## src/rtl/vtg_pkg.sv

```systemverilog
// vtg_pkg: shared pixel types, colour-bar palette and standard mode timings for video_timing_gen
package vtg_pkg;
  typedef struct packed {
    logic [7:0] r;
    logic [7:0] g;
    logic [7:0] b;
  } rgb_t;
  typedef struct packed {
    int active;
    int fp;
    int sync;
    int bp;
  } axis_timing_t;
  localparam rgb_t BAR_COLORS [8] = '{
    rgb_t'(24'hFFFFFF), rgb_t'(24'hFFFF00), rgb_t'(24'h00FFFF), rgb_t'(24'h00FF00),
    rgb_t'(24'hFF00FF), rgb_t'(24'hFF0000), rgb_t'(24'h0000FF), rgb_t'(24'h000000)
  };
  localparam axis_timing_t MODE_1080P60_H = '{1920, 88, 44, 148};
  localparam axis_timing_t MODE_1080P60_V = '{1080, 4, 5, 36};
  localparam axis_timing_t MODE_720P60_H  = '{1280, 110, 40, 220};
  localparam axis_timing_t MODE_720P60_V  = '{720, 5, 5, 20};
  localparam axis_timing_t MODE_480P_H    = '{720, 16, 62, 60};
  localparam axis_timing_t MODE_480P_V    = '{480, 9, 6, 30};
endpackage

```

## src/rtl/vtg_axis.sv

```systemverilog
// vtg_axis: one raster axis counter with active and sync region decode
module vtg_axis #(
  parameter int ACTIVE = 1920,
  parameter int FP = 88,
  parameter int SYNC = 44,
  parameter int BP = 148,
  localparam int TOTAL = ACTIVE + FP + SYNC + BP,
  localparam int W = $clog2(TOTAL)
) (
  input  logic         clk_i,
  input  logic         rst_i,
  input  logic         step_i,
  input  logic         clear_i,
  output logic [W-1:0] count_o,
  output logic         wrap_o,
  output logic         active_o,
  output logic         sync_o
);
  logic [W-1:0] count_q, count_d;
  if (FP < 1 || SYNC < 1 || BP < 1) begin : g_bad_params
    $error("vtg_axis: FP, SYNC and BP must each be at least 1");
  end
  always_comb begin
    wrap_o = step_i && count_q == W'(TOTAL - 1);
    count_d = (clear_i || wrap_o) ? '0 : step_i ? count_q + 1'b1 : count_q;
  end
  always_ff @(posedge clk_i) count_q <= rst_i ? '0 : count_d;
  assign count_o = count_q;
  assign active_o = count_q < W'(ACTIVE);
  assign sync_o = count_q >= W'(ACTIVE + FP) && count_q < W'(ACTIVE + FP + SYNC);
endmodule

```

## src/rtl/video_timing_gen.sv

```systemverilog
// video_timing_gen: progressive raster sync/DE/coordinate source; define VTG_PATTERN_EN for colour bars on data_o
module video_timing_gen
  import vtg_pkg::*;
#(
  parameter int H_ACTIVE = 1920,
  parameter int H_FP = 88,
  parameter int H_SYNC = 44,
  parameter int H_BP = 148,
  parameter int V_ACTIVE = 1080,
  parameter int V_FP = 4,
  parameter int V_SYNC = 5,
  parameter int V_BP = 36,
  parameter bit HS_POL = 1'b1,
  parameter bit VS_POL = 1'b1,
  localparam int H_TOTAL = H_ACTIVE + H_FP + H_SYNC + H_BP,
  localparam int V_TOTAL = V_ACTIVE + V_FP + V_SYNC + V_BP,
  localparam int HW = $clog2(H_TOTAL),
  localparam int VW = $clog2(V_TOTAL)
) (
  input  logic          clk_i,
  input  logic          rst_i,
  input  logic          run_i,
  output logic          hs_o,
  output logic          vs_o,
  output logic          de_o,
  output logic [HW-1:0] hc_o,
  output logic [VW-1:0] vc_o,
  output logic          sof_o,
  output logic [23:0]   data_o
);
  logic [HW-1:0] hc, hc_d, hc_q;
  logic [VW-1:0] vc, vc_d, vc_q;
  logic h_wrap, h_act, h_sync, v_act, v_sync, unused_v_wrap;
  logic hs_d, hs_q, vs_d, vs_q, de_d, de_q, sof_d, sof_q;
  logic [23:0] data_d, data_q;
  vtg_axis #(.ACTIVE(H_ACTIVE), .FP(H_FP), .SYNC(H_SYNC), .BP(H_BP)) u_h (
    .clk_i(clk_i), .rst_i(rst_i), .step_i(run_i), .clear_i(~run_i),
    .count_o(hc), .wrap_o(h_wrap), .active_o(h_act), .sync_o(h_sync)
  );
  vtg_axis #(.ACTIVE(V_ACTIVE), .FP(V_FP), .SYNC(V_SYNC), .BP(V_BP)) u_v (
    .clk_i(clk_i), .rst_i(rst_i), .step_i(h_wrap), .clear_i(~run_i),
    .count_o(vc), .wrap_o(unused_v_wrap), .active_o(v_act), .sync_o(v_sync)
  );
  always_comb begin
    de_d = run_i && h_act && v_act;
    hs_d = (run_i && h_sync) ? HS_POL : ~HS_POL;
    vs_d = (run_i && v_sync) ? VS_POL : ~VS_POL;
    sof_d = run_i && hc == '0 && vc == '0;
    hc_d = run_i ? hc : '0;
    vc_d = run_i ? vc : '0;
  end
`ifdef VTG_PATTERN_EN
  localparam int BAR_W = H_ACTIVE / 8;
  logic [2:0] bar_q, bar_d;
  logic [HW-1:0] bar_cnt_q, bar_cnt_d;
  logic bar_end;
  // bar index tracks hc in lockstep; the last bar never advances so it absorbs the remainder
  always_comb begin
    bar_end = bar_cnt_q == HW'(BAR_W - 1) && bar_q != 3'd7;
    bar_d = (!run_i || h_wrap) ? '0 : bar_end ? bar_q + 1'b1 : bar_q;
    bar_cnt_d = (!run_i || h_wrap || bar_end) ? '0 : bar_cnt_q + 1'b1;
    data_d = de_d ? BAR_COLORS[bar_q] : '0;
  end
  always_ff @(posedge clk_i) begin
    bar_q <= rst_i ? '0 : bar_d;
    bar_cnt_q <= rst_i ? '0 : bar_cnt_d;
  end
`else
  assign data_d = '0;
`endif
  always_ff @(posedge clk_i) begin
    if (rst_i) begin
      hs_q <= ~HS_POL;
      vs_q <= ~VS_POL;
      de_q <= 1'b0;
      sof_q <= 1'b0;
      hc_q <= '0;
      vc_q <= '0;
      data_q <= '0;
    end else begin
      hs_q <= hs_d;
      vs_q <= vs_d;
      de_q <= de_d;
      sof_q <= sof_d;
      hc_q <= hc_d;
      vc_q <= vc_d;
      data_q <= data_d;
    end
  end
  assign hs_o = hs_q;
  assign vs_o = vs_q;
  assign de_o = de_q;
  assign sof_o = sof_q;
  assign hc_o = hc_q;
  assign vc_o = vc_q;
  assign data_o = data_q;
endmodule

```

## config.mk

```make
export PLATFORM = sky130hd
export DESIGN_NAME = video_timing_gen
export DESIGN_NICKNAME = d
export VERILOG_FILES = /design/src/rtl/vtg_pkg.sv /design/src/rtl/vtg_axis.sv /design/src/rtl/video_timing_gen.sv
export SDC_FILE = /design/constraint.sdc
export NUM_CORES = 1
export LEC_CHECK = 0
export ABC_AREA = 1
export CAP_MARGIN = 10
export CORE_UTILIZATION = 35
export CTS_BUF_LIST = sky130_fd_sc_hd__clkbuf_4 sky130_fd_sc_hd__clkbuf_8 sky130_fd_sc_hd__clkbuf_16
export DETAILED_ROUTE_END_ITERATION = 10
export GPL_ROUTABILITY_DRIVEN = 0
export GPL_TIMING_DRIVEN = 0
export PLACE_DENSITY_LB_ADDON = 0.15
export RECOVER_POWER = 25
export SYNTH_ARGS = -nofsm -noshare
export SYNTH_HDL_FRONTEND = slang
export SYNTH_SLANG_ARGS = --single-unit
```

## constraint.sdc

```tcl
create_clock -name clk_i -period 2.4 [get_ports clk_i]
set_input_delay 0.48 -clock clk_i [delete_from_list [all_inputs] [get_ports clk_i]]
set_output_delay 0.48 -clock clk_i [all_outputs]
set_load 0.1 [all_outputs]
```

Word level (Yosys, flattened, before mapping)

Cells that the tools add are included.

Register bits after elaboration: 50
Bits in latches: 0
Bits in writable memories: 0
Memory bits (read-only): 0
Input bits: 3
Output and inout bits: 51
Word-level logic and storage cells: 38
Memories kept: 0

$add $sub $neg: 2
Multipliers: 0
Divide/modulo/power cells: 0
$lt $le $gt $ge: 6
Equality and inequality tests: 2
Shift-type cells: 0
Multiplexer cells: 2
Bitwise operators: 1
Reductions and logical operators: 17

Operators with widths:

| cell                                                   | number |
|---|---|
| < comparator 11 bit (second input constant)            | 2 |
| adder 12 x 1 -> 12 bit (second input constant)         | 1 |
| == test 12 bit (second input constant)                 | 1 |
| >= comparator 12 x 11 -> 1 bit (second input constant) | 1 |
| logical NOT 12 bit                                     | 1 |
| < comparator 12 x 11 -> 1 bit (second input constant)  | 1 |
| < comparator 12 bit (second input constant)            | 1 |
| adder 11 x 1 -> 11 bit (second input constant)         | 1 |
| == test 11 bit (second input constant)                 | 1 |
| >= comparator 11 bit (second input constant)           | 1 |
| logical NOT 11 bit                                     | 1 |
| logical AND 1 bit                                      | 10 |
| OR reduction 2 bit                                     | 3 |
| logical OR 1 bit                                       | 2 |
| 2-to-1 mux 1 bit                                       | 2 |
| NOT 1 bit                                              | 1 |

Depth between registers and ports, before layout

Depth in word-level cells: 5
Mapped depth: 8

Hierarchy

Synthesis repeated with hierarchy kept, for this count alone.

Cells, all modules: 330
Area, all modules: 2388.5 µm²

Modules (own cells, without submodules):

| module           | instances | cells an instance | area each (µm²) |
|---|---|---|---|
| video_timing_gen | 1         | 131               | 1049.8 |
| vtg_axis (u_h)   | 1         | 104               | 695.7 |
| vtg_axis (u_v)   | 1         | 95                | 643.1 |

Least setup slack after synthesis

OpenSTA, ideal clock, no wires.

Path type: flip-flop to output port
From: register de_q, in the netlist de_o
To: output port de_o
Data arrival time: 0.909 ns
Required time: 1.920 ns
Setup slack: 1.011 ns
Stages on the path, launching flop included: 1
Path through: dfxtp_1

RTL lines:

| what                   | line                   | source |
|---|---|---|
| start, declared        | video_timing_gen.sv:34 | `logic hs_d, hs_q, vs_d, vs_q, de_d, de_q, sof_d, sof_q;` |
| start signal, assigned | video_timing_gen.sv:75 | `de_q <= 1'b0;` |
| start signal, assigned | video_timing_gen.sv:83 | `de_q <= de_d;` |
| end, declared          | video_timing_gen.sv:25 | `output logic de_o,` |

No word-level cell between the ends.

Final worst setup path

From: register vc_q[9], in the netlist vc_o[9]
To: output port vc_o[9]

RTL lines:

| what                   | line                   | source |
|---|---|---|
| start, declared        | video_timing_gen.sv:32 | `logic [VW-1:0] vc, vc_d, vc_q;` |
| start signal, assigned | video_timing_gen.sv:86 | `vc_q <= vc_d;` |
| end, declared          | video_timing_gen.sv:27 | `output logic [VW-1:0] vc_o,` |

No word-level cell between the ends.

==> summary.md <==
The flow ran to the end, but the final reports show violations. The final reports fail on design-rule violations. Cell count along the critical path: 1.

Beginning of the worst hold path: u_h.count_o[0]. The run gives 0 as the number of max-cap violations. The clock arrives with 0.00574 ns of skew. Measured on the finished design, the core utilization comes to 45.8%. The power per cell area was 571 nW/µm².

The power spent charging and discharging nets is 0.479 mW. The final layout net count is 376, and the number of nets still failing antenna checks after routing is 0. The run gives 14.2% as the all-layer global routing usage. Of the available clock period, the critical path in the final layout requires 92.8%.

The switching share of power was 28.4%; the number of cells in the design after placement was 439. The clock network is responsible for 35.6% of the overall power. Measured against its own limit, the worst slew margin works out to 34.6%. Data on the critical path is required at its endpoint by 1.92 ns. Clock input transition at the sequential cells of the worst setup and hold paths: 0.09 ns. For the die area, the log shows 7140 µm². The routed design has 4.71 mm of wire.

The count of inserted antenna diode cells was 0; the later-pin clock latency in the skew report was 0.30 ns. The via count of the first global-routing pass was 1,706. The first global-routing pass estimated 8.11 mm of wire. The most frequent standard cell in the layout excluding fill and tap cells is sky130_fd_sc_hd__nand2_1. The logs give 9 for the number of iterations in the first detailed-routing pass and 7 for the number of DRC violations after detailed routing. For this run, the register share of the synthesized area comes to 42.0%. Summed over all layers, the global routing overflow is 0. Number of antenna violations at the first check in global routing: 0. Leaving out fill and tap cells, the most frequent cells in the layout are 56 x sky130_fd_sc_hd__nand2_1, 50 x sky130_fd_sc_hd__dfxtp_1, 49 x sky130_fd_sc_hd__nor2_1. During placement, the flow inserted port buffers numbering 29.

The analysis attributes to cell leakage a power of 1.21 nW. The largest single stage delay on the critical path is 1.12 ns. The final-report hold violation count is 0, and the post-synthesis cell type count is 26. The finished cells cover 2960 µm². From bottom edge to top edge, the die measures 84.5 µm.

The I/O pin count was 54. STA puts the critical path data arrival time at 1.75 ns. Yosys synthesis warning count: 0. The total buffers and inverters traversed by the critical path came out at 1. Summing over every cut layer, the via total after detailed routing is 1,953. The largest individual stage delay along the critical path comes from the cell sky130_fd_sc_hd__clkdlybuf4s50_1. In this run, synthesis produced a sequential element count of 50. The x dimension of the die was 84.5 µm. TritonCTS created 5 clock buffers.

The average instance in the mapped netlist occupies 7.68 µm². Of the total power, registers draw 49.5%. Among cell families on the critical path, the largest total delay comes from buffers and inverters. The internal power of the cells totals 1.21 mW.

The number of cells on the worst hold path was 1. Sorting the synthesized cells by area gives the leading types as sky130_fd_sc_hd__dfxtp_1 42%, sky130_fd_sc_hd__nand2_1 8.8%, sky130_fd_sc_hd__buf_4 7.9%. In this run, the number of DRC markers left after iteration 0 of detailed routing was 144. Setup repair after global routing left no endpoint under its margin. For the maximum VDD drop, the log shows 306 µV.

For the post-cts sizing count, the log shows 0. The signal on the critical path passes through clkdlybuf4s50_1. For the initial core utilization, the log shows 36.9%. The highest clock rate was 0.449 GHz; the register-to-register path setup slack was 0.56 ns. Summed over all instances, the cell type with the most area after synthesis is sky130_fd_sc_hd__dfxtp_1.

After clock tree synthesis, the setup repair step added 0 buffers. The completed layout was analyzed and its total power is 1.69 mW. The clock period minus worst slack was 2.23 ns. The worst reg2reg path depth is 8, and the pin count of the biggest net entering global routing is 15. For the pin with the worst max-slew slack, the measured transition is 0.977 ns. The cell area that synthesis handed to floorplanning was 2380 µm².

The share of the synthesized area in the top cell type is 42.0%, and the max-slew violation count is 0. The tools report the launching instance or port of the critical path as vc_o[9]. The largest fanout on the critical path works out to 1. The clock passes through at most 2 buffers.

For the worst slack after detailed placement, the log shows 0.377 ns. Kind of start point of the critical path: a flip-flop. The startpoint identified for the worst register-to-register timing path is u_v.count_o[0]. For this run, the number of standard cells in the final layout without fillers is 447. Setup total negative slack on the finished layout was measured at 0 ns. The cell row count is 29. The worst hold path belongs to the class reg -> reg.

The floorplan step defined a core boundary enclosing 6460 µm². The final setup violation count is 0. TritonCTS built the clock tree. Setup slack closes at 0.172 ns. The category of the critical setup timing path was reg -> out. The cell count after synthesis came out at 310. Clock tree synthesis selected as its root buffer the cell sky130_fd_sc_hd__clkbuf_8.

The kind of end point of the critical path was an output port. The clock drives 50 sinks. The cell area after placement is 2860 µm².

The proportion of layout cells with a drive suffix above 1 is 18.9%. The vias per cell was 4.37; the half-perimeter wire length of the detailed placement result was 3.51 mm. Signed area change from the synthesized netlist to the final layout: 24.1%. Hold repair after CTS inserted 0 buffers. For the worst hold slack, the log shows 0.479 ns. In the final routed layout, each cell accounts on average for 10.5 µm.

The filler cell count in the final layout was 664; the combinational fraction of design power was 14.9%. For the H-tree depth, the log shows 2.
[synthesized netlist by cell type (all sizes together)]
| library cell | count |
|---|---|
| nor2 | 56 |
| nor3 | 4 |
| nand2 | 68 |
| buf | 29 |
| conb | 1 |
| nand3 | 20 |
| nor3b | 1 |
| inv | 34 |
| o21ai | 5 |
| a31oi | 1 |
| ha | 4 |
| xor2 | 8 |
| dfxtp | 50 |
| clkbuf | 2 |
| a21oi | 19 |
| nand4 | 7 |
| nand3b | 1 |
[path summary, 6_finish.rpt]
kind | to
max | vc_o[9]
min | u_h.count_o[0]
min reg2reg | u_h.count_o[0]
max reg2reg | u_v.count_o[4]
[logic make-up (layout without fill, tap and decap cells)]
kind of cell | Yosys count | after routing | synth area share [%]
xor gates and xnor gates | 8 | 8 | 2.94
other | 1 | 24 | 0.157
adders and majority gates | 4 | 4 | 2.10
DFF | 50 | 50 | 42.0
buffers and inverters | 65 | 102 | 15.0
AOI/OAI and AO/OA | 25 | 25 | 7.04
and+or+nand+nor | 157 | 157 | 30.7
[layout make-up]
cell class / count / area (µm²) / share of cell area [%]
Sequential cell: 50 / 1000 / 33.9
Multi-Input combinational cell: 218 / 1100 / 37.2
Inverter: 34 / 128 / 4.32
Clock inverter: 1 / 30.0 / 1.02
Clock buffer: 7 / 83.8 / 2.84
Timing Repair Buffer: 29 / 290 / 9.82
Tap cell: 77 / 96.3 / 3.26
Buffer: 31 / 226 / 7.66
[power groups by stage]
stage                     Clock, mW  Sequential (mW)  Combinational, mW
after detailed placement          0            0.854              0.252
after global routing          0.658            0.835              0.260
after global placement            0            0.854              0.252
after CTS                     0.625            0.834              0.253
final                         0.600            0.834              0.251
after floorplan                   0            0.871              0.216
[state kept, by name (all words and copies together) (netlist names)]
signal,flops
de_o,1
hc_o,12
hs_o,1
sof_o,1
u_h.count_o,12
u_v.count_o,11
vc_o,11
vs_o,1
[layer usage]
layer / global-route usage, % / vias to the layer above / part of all wire, % / routed length [µm]
li1: - / 1037 / - / -
met1: 19.6 / 850 / 52 / 2450
met2: 21.7 / 60 / 41 / 1920
met3: 3.44 / 6 / 5.8 / 273
met4: 5.08 / 0 / 1.4 / 65
met5: 0 / - / 0 / 0
(Power assumes the default switching activity.)
